<file path="src/rtl/llr_frame_packer.sv">
// Packs SAMPLES soft samples into one frame word and hands each frame to the turbo decoder with a start pulse.
// Ping-pong buffering lets the next frame fill while the decoder runs. Optional macro LLR_SAT_EN clips -2^(W-1) to -(2^(W-1)-1).
module llr_frame_packer #(
   parameter int SAMPLE_W = 7,
   parameter int SAMPLES  = 12,
   parameter int CNT_W    = 16
) (
   input  logic                         i_clk,
   input  logic                         i_rst_n,
   input  logic                         i_valid,
   output logic                         o_ready,
   input  logic [SAMPLE_W-1:0]          i_sample,
   output logic                         o_start,
   output logic [SAMPLE_W*SAMPLES-1:0]  o_data,
   input  logic                         i_done,
   output logic [CNT_W-1:0]             o_frame_cnt,
   output logic                         o_busy
);
   localparam int DATA_W = SAMPLE_W * SAMPLES;
   localparam int IDX_W  = $clog2(SAMPLES);

   typedef enum logic [1:0] {IDLE, START, BUSY} state_t;

   state_t              state_q;
   logic [1:0]          full_q, full_d;
   logic                wr_ptr_q, rd_ptr_q;
   logic [IDX_W-1:0]    idx_q;
   logic [DATA_W-1:0]   data_q;
   logic                start_q, busy_q;
   logic [CNT_W-1:0]    cnt_q;
   logic [SAMPLE_W-1:0] sample_d;
   logic [DATA_W-1:0]   rd_buf;
   logic                accept, last_sample, release_buf;

`ifdef LLR_SAT_EN
   localparam logic [SAMPLE_W-1:0] MOST_NEG = {1'b1, {(SAMPLE_W-1){1'b0}}};
   localparam logic [SAMPLE_W-1:0] SAT_NEG  = {1'b1, {(SAMPLE_W-2){1'b0}}, 1'b1};
   // Symmetric range so the decoder can negate any LLR without overflow.
   assign sample_d = (i_sample == MOST_NEG) ? SAT_NEG : i_sample;
`else
   assign sample_d = i_sample;
`endif

   assign o_ready     = ~full_q[wr_ptr_q];
   assign accept      = i_valid & o_ready;
   assign last_sample = (idx_q == IDX_W'(SAMPLES - 1));
   assign release_buf = (state_q == BUSY) & i_done;

   for (genvar gi = 0; gi < 2; gi++) begin : g_buf
      logic [DATA_W-1:0] buf_q;
      always_ff @(posedge i_clk or negedge i_rst_n) begin
         if (!i_rst_n) begin
            buf_q <= '0;
         end else if (accept && (wr_ptr_q == 1'(gi))) begin
            buf_q[idx_q*SAMPLE_W +: SAMPLE_W] <= sample_d;
         end
      end
   end

   assign rd_buf = rd_ptr_q ? g_buf[1].buf_q : g_buf[0].buf_q;

   // Release and fill always target different buffers, so both updates apply.
   always_comb begin
      full_d = full_q;
      if (release_buf)
         full_d[rd_ptr_q] = 1'b0;
      if (accept && last_sample)
         full_d[wr_ptr_q] = 1'b1;
   end

   always_ff @(posedge i_clk or negedge i_rst_n) begin
      if (!i_rst_n) begin
         full_q   <= '0;
         wr_ptr_q <= 1'b0;
         idx_q    <= '0;
      end else begin
         full_q <= full_d;
         if (accept) begin
            if (last_sample) begin
               wr_ptr_q <= ~wr_ptr_q;
               idx_q    <= '0;
            end else begin
               idx_q <= idx_q + 1'b1;
            end
         end
      end
   end

   always_ff @(posedge i_clk or negedge i_rst_n) begin
      if (!i_rst_n) begin
         state_q  <= IDLE;
         rd_ptr_q <= 1'b0;
         data_q   <= '0;
         start_q  <= 1'b0;
         busy_q   <= 1'b0;
         cnt_q    <= '0;
      end else begin
         start_q <= 1'b0;
         case (state_q)
            IDLE: begin
               if (full_q[rd_ptr_q]) begin
                  state_q <= START;
                  data_q  <= rd_buf;
                  start_q <= 1'b1;
                  busy_q  <= 1'b1;
                  cnt_q   <= cnt_q + 1'b1;
               end
            end
            START: state_q <= BUSY;
            BUSY: begin
               if (i_done) begin
                  state_q  <= IDLE;
                  busy_q   <= 1'b0;
                  rd_ptr_q <= ~rd_ptr_q;
               end
            end
            default: state_q <= IDLE;
         endcase
      end
   end

   assign o_start     = start_q;
   assign o_busy      = busy_q;
   assign o_data      = data_q;
   assign o_frame_cnt = cnt_q;
endmodule

</file>
<file path="config.mk">
export PLATFORM = sky130hd
export DESIGN_NAME = llr_frame_packer
export DESIGN_NICKNAME = d
export VERILOG_FILES = /design/src/rtl/llr_frame_packer.sv
export SDC_FILE = /design/constraint.sdc
export NUM_CORES = 1
export LEC_CHECK = 0
export CAP_MARGIN = 10
export CORE_MARGIN = 4
export CORE_UTILIZATION = 50
export DETAILED_ROUTE_END_ITERATION = 8
export PLACE_DENSITY = 0.82
export SYNTH_ARGS = -nofsm -noshare
export SYNTH_HDL_FRONTEND = slang
export SYNTH_SLANG_ARGS = --single-unit
</file>
<file path="constraint.sdc">
create_clock -name i_clk -period 7.2 [get_ports i_clk]
set_input_delay 2.16 -clock i_clk [delete_from_list [all_inputs] [get_ports i_clk]]
set_output_delay 2.16 -clock i_clk [all_outputs]
set_load 0.005 [all_outputs]
</file>
==> results of run 1 <==
-- power groups by stage --
stage	clock network (mW)	registers [mW]	logic (mW)
floorplan	0	2.26	1.22
global placement	0	2.39	1.77
detailed placement	0	2.40	1.82
CTS	1.51	2.38	1.83
global route	1.58	2.45	2.00
finish	1.49	2.38	1.81
-- placed cells by master, fill, tap and decap left out, types with 4 or more instances in the layout --
| cell type | n |
|---|---|
| a21oi_1 | 8 |
| a21oi_2 | 9 |
| and2_1 | 14 |
| and3_1 | 13 |
| buf_4 | 4 |
| clkbuf_1 | 7 |
| clkbuf_16 | 29 |
| clkbuf_8 | 9 |
| clkdlybuf4s50_1 | 112 |
| clkinv_2 | 4 |
| dfrtp_1 | 279 |
| ha_1 | 6 |
| inv_1 | 6 |
| mux2_2 | 156 |
| mux2_4 | 14 |
| mux2i_1 | 86 |
| nand2_1 | 111 |
| nand3_1 | 8 |
| nand4_1 | 9 |
| nor2_1 | 21 |
| nor2b_1 | 11 |
| nor3_1 | 19 |
| o21ai_0 | 90 |
| xnor2_1 | 16 |
-- flip-flops by register name, summed over array words and instances, names as in the netlist --
signal       flops
state_q          2
idx_q            4
o_frame_cnt     16
wr_ptr_q         1
o_busy           1
full_q           2
rd_ptr_q         1
o_start          1
o_data          84
g_buf.buf_q    168
-- cell usage after synthesis (all sizes together) --
cell type  count
o21a           1
o31ai          2
or2            2
nand3          8
nand2b         4
and3          13
mux2         170
o32ai          2
o22ai          1
nand4          9
or3b           3
nor2b         11
nand4bb        3
nor4b          1
clkbuf        33
and4           3
buf           13
nand2        111
nor4           1
mux2i         86
nor3b          3
or3            1
or4            1
and2          14
a31oi          2
nand3b         3
nor2          21
a21oi         17
inv            6
dfrtp        280
xnor2         16
o21ai         93
ha             6
nand4b         3
nor3          19
-- worst register-to-register path, delay by kind of cell, from the launching register on --
kind	cells	cell delay, ns
XOR/XNOR	1	0.14
buffers and inverters	2	1.14
flip-flops	1	0.91
multiplexers	1	0.46
AND/OR/NAND/NOR	2	0.88
-- logic make-up after synthesis --
| logic type | synth area share, % |
|---|---|
| xor+xnor | 1.16 |
| simple gates | 9.55 |
| mux | 23.3 |
| flops | 57.8 |
| compound gates | 5.73 |
| buf+inv | 1.80 |
| fa+ha+maj | 0.619 |
-- worst min-delay path by stage --
stage | startpoint | end | slack [ns] | cells after the start
CTS | o_frame_cnt[15] | o_frame_cnt[15] | 0.47 | 1
finish | o_frame_cnt[15] | o_frame_cnt[15] | 0.47 | 1
global route | o_frame_cnt[15] | o_frame_cnt[15] | 0.50 | 1
floorplan | o_frame_cnt[15] | o_frame_cnt[15] | 0.47 | 1
global placement | o_busy | o_busy | 0.46 | 2
detailed placement | o_frame_cnt[15] | o_frame_cnt[15] | 0.46 | 1
-- stage by stage --
step	setup slack [ns]	hold slack (ns)	instance area (sq um)	cells	power, mW
after global routing	2.90	0.498	14500	1404	6.02
final	3.01	0.469	14500	1404	5.68
after CTS	3.00	0.475	14500	1404	5.73
after global placement	2.70	0.459	13500	1353	4.15
after floorplan	3.58	0.468	12100	962	3.48
after detailed placement	2.57	0.464	13500	1353	4.23
-- metal layers --
layer	global-route usage (%)	routed length (microns)	vias up
met5	0	0	-
met4	5.15	629	0
met3	3.15	1400	46
met2	31.0	11900	200
met1	27.7	11700	3888
li1	-	-	3602
-- cell type report --
cell class	count	share of cell area, %
Clock buffer	45	6.05
Clock inverter	6	0.553
Inverter	6	0.156
Sequential cell	280	48.4
Timing Repair Buffer	118	8.19
Multi-Input combinational cell	630	33.9
Tap cell	319	2.76
==> flow_metrics.env, run 1 <==
export IMPL_outcome="completed"
export IMPL_postSynthAreaPerCell_sq_um=12.6
export IMPL_start_kind="flip-flop"
export IMPL_postCtsHoldBufs=0
export IMPL_period_needed_ns=4.19
export IMPL_postSynthCellCount=962
export IMPL_ff2ff_setup_slack_ns=3.59
export IMPL_cts_buffer_depth=3
export IMPL_numPortBuffers=113
export IMPL_cpMaxStageDelayCell="clkdlybuf4s50_1"
export IMPL_arrival_ns=2.03
export IMPL_fin_worst_skew_ns=0.00841
export IMPL_rows=56
export IMPL_p_per_area_nw_per_um2=392
export IMPL_worstSkewPairLatency_ns=0.54
export IMPL_ys_top_cells_by_area="dfrtp_1 (58%), mux2_2 (14%), mux2i_1 (7.1%)"
export IMPL_viasPerCell=5.51
export IMPL_gp_congestion=0.912
export IMPL_grt_max_degree=129
export IMPL_netlist_area_leader_share_pct=57.8
export IMPL_insertedDiodeCount=0
export IMPL_ant_nets=0
export IMPL_grt_ovfl_total=0
export IMPL_hp_class="flip-flop to flip-flop"
export IMPL_fp_dieW_microns=164
export IMPL_h_tree_depth=1
export IMPL_worst_pin_slew_ns=0.868
export IMPL_grt_util_all_layers_pct=19.4
export IMPL_netlist_area_sq_um=12100
export IMPL_syn_num_nets=979
export IMPL_via_count=7736
export IMPL_path_clk_slew_ns=0.06
export IMPL_utilization_pct=61.1
export IMPL_reg2regPathDepth=6
export IMPL_placeableCoreArea_sq_um=23700
export IMPL_cts_tree="built"
export IMPL_criticalPathCategory="flip-flop to output port"
export IMPL_grt_pass1_vias=7942
export IMPL_ff_latch_area_sq_um=7010
export IMPL_critPathMaxFanout=11
export IMPL_ys_seq_area_share_pct=57.8
export IMPL_leakage_nw=6.79
export IMPL_crit_start="wr_ptr_q"
export IMPL_crit_chain="mux2i_1 > clkdlybuf4s50_1"
export IMPL_cts_root_buf="clkbuf_16"
export IMPL_fillers=1900
export IMPL_internal_power_mw=3.82
export IMPL_drv_cap=0
export IMPL_power_frac_clock_pct=26.2
export IMPL_finalHoldViolations=0
export IMPL_rsz0062_at_grt="false"
export IMPL_power_frac_seq_pct=42.0
export IMPL_initial_core_util_pct=51.2
export IMPL_antenna_found_initial=0
export IMPL_wire_per_inst_microns=18.2
export IMPL_timing_fmax_mhz=239
export IMPL_dp_hpwl_mm=16.5
export IMPL_drc=0
export IMPL_cts_resized=0
export IMPL_final_setup_tns_ns=0
export IMPL_grt_first_pass_wirelength_mm=42.0
export IMPL_drtPass1Iterations=5
export IMPL_yosys_warnings=0
export IMPL_r2r_end="o_frame_cnt[12]"
export IMPL_yosys_area_top_type="dfrtp_1"
export IMPL_syn2layout_area_growth_pct=19.5
export IMPL_slew_viol_final=0
export IMPL_wirelength_mm=25.6
export IMPL_critPathBufInv=1
export IMPL_ios=114
export IMPL_comb_power_share_pct=31.9
export IMPL_setup_viol=0
export IMPL_fin_nets=1081
export IMPL_crit_end="o_ready"
export IMPL_final_layout_size_suffix_gt1_share_pct=22.0
export IMPL_post_cts_buffers=0
export IMPL_path_depth=2
export IMPL_die_area_sq_um=26800
export IMPL_drtIter0Drc=594
export IMPL_cts_buffers=28
export IMPL_power_net_switching_mw=1.86
export IMPL_cts_sinks=280
export IMPL_end_kind="output port"
export IMPL_yosysUniqueCellTypes=42
export IMPL_period_share_pct=58.1
export IMPL_multi_input_area_sq_um=4900
export IMPL_synth_seq_cells=280
export IMPL_ir_drop_uv=244
export IMPL_crit_required_ns=5.04
export IMPL_relSlewSlack_pct=41.3
export IMPL_cp_slowest_stage_delay_ns=0.61
export IMPL_r2r_start="rd_ptr_q"
export IMPL_cp_top_family="buffers and inverters"
export IMPL_swShare_pct=32.8
export IMPL_die_h_microns=164
Note: power is estimated with default switching activity, not from simulation.
==> run 2: changes to the inputs <==
- clock period: 7.2 -> 3.9 ns (I/O delays scaled with it)
==> run 2 against run 1 <==
  * Non-clock buffer count increased by 11
  * First-iteration DRC count is 13% lower
  * Final cell count increased by 0.93%
  * Design area rose by 0.58%
  * Largest cell class unchanged
==> flow_metrics.env, run 2 (synthesis results as in run 1) <==
export IMPL_ios=114
export IMPL_h_tree_depth=1
export IMPL_drtPass1Iterations=5
export IMPL_fin_worst_skew_ns=0.0235
export IMPL_insertedDiodeCount=0
export IMPL_drv_cap=0
export IMPL_start_kind="flip-flop"
export IMPL_rows=56
export IMPL_rsz0062_at_grt="false"
export IMPL_end_kind="output port"
export IMPL_cts_root_buf="clkbuf_16"
export IMPL_path_clk_slew_ns=0.06
export IMPL_initial_core_util_pct=51.2
export IMPL_final_layout_size_suffix_gt1_share_pct=23.0
export IMPL_gp_congestion=0.910
export IMPL_viasPerCell=5.44
export IMPL_postCtsHoldBufs=0
export IMPL_grtUsageMet2_pct=31.1
export IMPL_reg2regPathDepth=6
export IMPL_critPathMaxFanout=11
export IMPL_cts_tree="built"
export IMPL_layout_commonest_cell="dfrtp_1"
export IMPL_final_setup_tns_ns=0
export IMPL_use_met1_pct=27.2
export IMPL_hp_class="flip-flop to flip-flop"
export IMPL_finalHoldViolations=0
export IMPL_drc=0
export IMPL_worstSkewPairLatency_ns=0.55
export IMPL_busiest_layer="met2"
export IMPL_die_area_sq_um=26800
export IMPL_regMostFlops="g_buf.buf_q"
export IMPL_arrival_ns=2.10
export IMPL_fp_dieW_microns=164
export IMPL_p_per_area_nw_per_um2=718
export IMPL_slew_viol_final=0
export IMPL_dp_hpwl_mm=16.9
export IMPL_cts_buffer_depth=3
export IMPL_grt_first_pass_wirelength_mm=41.8
export IMPL_drtIter0Drc=514
export IMPL_grt_util_met3_pct=3.56
export IMPL_layout_common_cells="dfrtp_1 (279), mux2_2 (156), clkdlybuf4s50_1 (112)"
export IMPL_grt_max_degree=171
export IMPL_ant_nets=0
export IMPL_outcome="completed"
export IMPL_largest_register_ffs=168
export IMPL_die_h_microns=164
export IMPL_grt_util_all_layers_pct=19.2
export IMPL_setup_viol=0
export IMPL_cts_sinks=280
export IMPL_ff_latch_area_sq_um=7010
export IMPL_cts_resized=0
export IMPL_holdPathStages=1
export IMPL_via_count=7711
export IMPL_finalPower_mw=10.4
export IMPL_leakage_nw=6.84
export IMPL_wire_per_inst_microns=18.1
export IMPL_timing_fmax_mhz=305
export IMPL_grt_pass1_vias=7926
export IMPL_fin_nets=1093
export IMPL_placeableCoreArea_sq_um=23700
export IMPL_multi_input_area_sq_um=4900
export IMPL_antenna_found_initial=0
export IMPL_wirelength_mm=25.7
export IMPL_numPortBuffers=113
export IMPL_post_cts_buffers=0
export IMPL_criticalPathCategory="flip-flop to output port"
export IMPL_syn2layout_area_growth_pct=20.1
export IMPL_worst_pin_slew_ns=0.717
export IMPL_cts_buffers=29
export IMPL_grt_ovfl_total=0
export IMPL_relSlewSlack_pct=51.5
export IMPL_fillers=1894
export IMPL_period_needed_ns=3.27
export IMPL_ir_drop_uv=448
export IMPL_crit_required_ns=2.73
export IMPL_period_share_pct=84.0
==> run 2: changes by cell type in the layout (fill, tap and decap cells not counted), sizes merged <==
cell	before	now
clkinvlp	0	1
clkbuf	45	42
buf	6	17
inv	6	7
clkinv	4	8
bufinv	2	1
==> run 2: routing by layer <==
layer,share of wire (%),vias up
met1,45,3866
met5,0,-
met3,5.2,44
li1,-,3618
met2,48,183
met4,1.9,0
==> run 2: worst paths after layout <==
| check | from | end | slack [ns] |
|---|---|---|---|
| setup / recovery | wr_ptr_q | o_ready | 0.63 |
| hold / removal | o_frame_cnt[15] | o_frame_cnt[15] | 0.47 |
| setup reg to reg | idx_q[0] | g_buf[0].buf_q[74] | 0.82 |
| hold reg to reg | o_frame_cnt[15] | o_frame_cnt[15] | 0.47 |
| max in group asynchronous | i_rst_n | o_data[43] | 2.43 |
| min in group asynchronous | i_rst_n | o_data[26] | 0.61 |
==> run 2: worst max-delay path: stages (launching register included) <==
cell and delay, ns:
dfrtp_1 0.54, mux2i_1 0.39, clkdlybuf4s50_1 0.63
==> run 2: layout make-up <==
cell class | instances | area share (%)
sequential | 280 | 48.1
multi-input combinational | 630 | 33.7
timing repair buffer | 129 | 8.89
clock buffer | 42 | 5.73
tap | 319 | 2.74
clock inverter | 11 | 0.670
inverter | 6 | 0.155
==> run 2: stage by stage <==
step | hold slack (ns) | instance area (sq um) | util, % | instances | setup slack, ns
global route | 0.500 | 14600 | 61.5 | 1417 | 0.527
global placement | 0.460 | 13600 | 57.5 | 1364 | 0.766
detailed placement | 0.463 | 13600 | 57.5 | 1364 | 0.728
CTS | 0.473 | 14600 | 61.5 | 1417 | 0.634
floorplan | 0.468 | 12100 | - | 962 | 1.27
finish | 0.470 | 14600 | 61.5 | 1417 | 0.625
==> run 2: where the power goes <==
part / total, mW / switching, mW / internal [mW]
Sequential: 4.35 / 0.613 / 3.74
Combinational: 3.44 / 1.76 / 1.69
Clock: 2.65 / 1.10 / 1.55
Total: 10.4 / 3.47 / 6.98
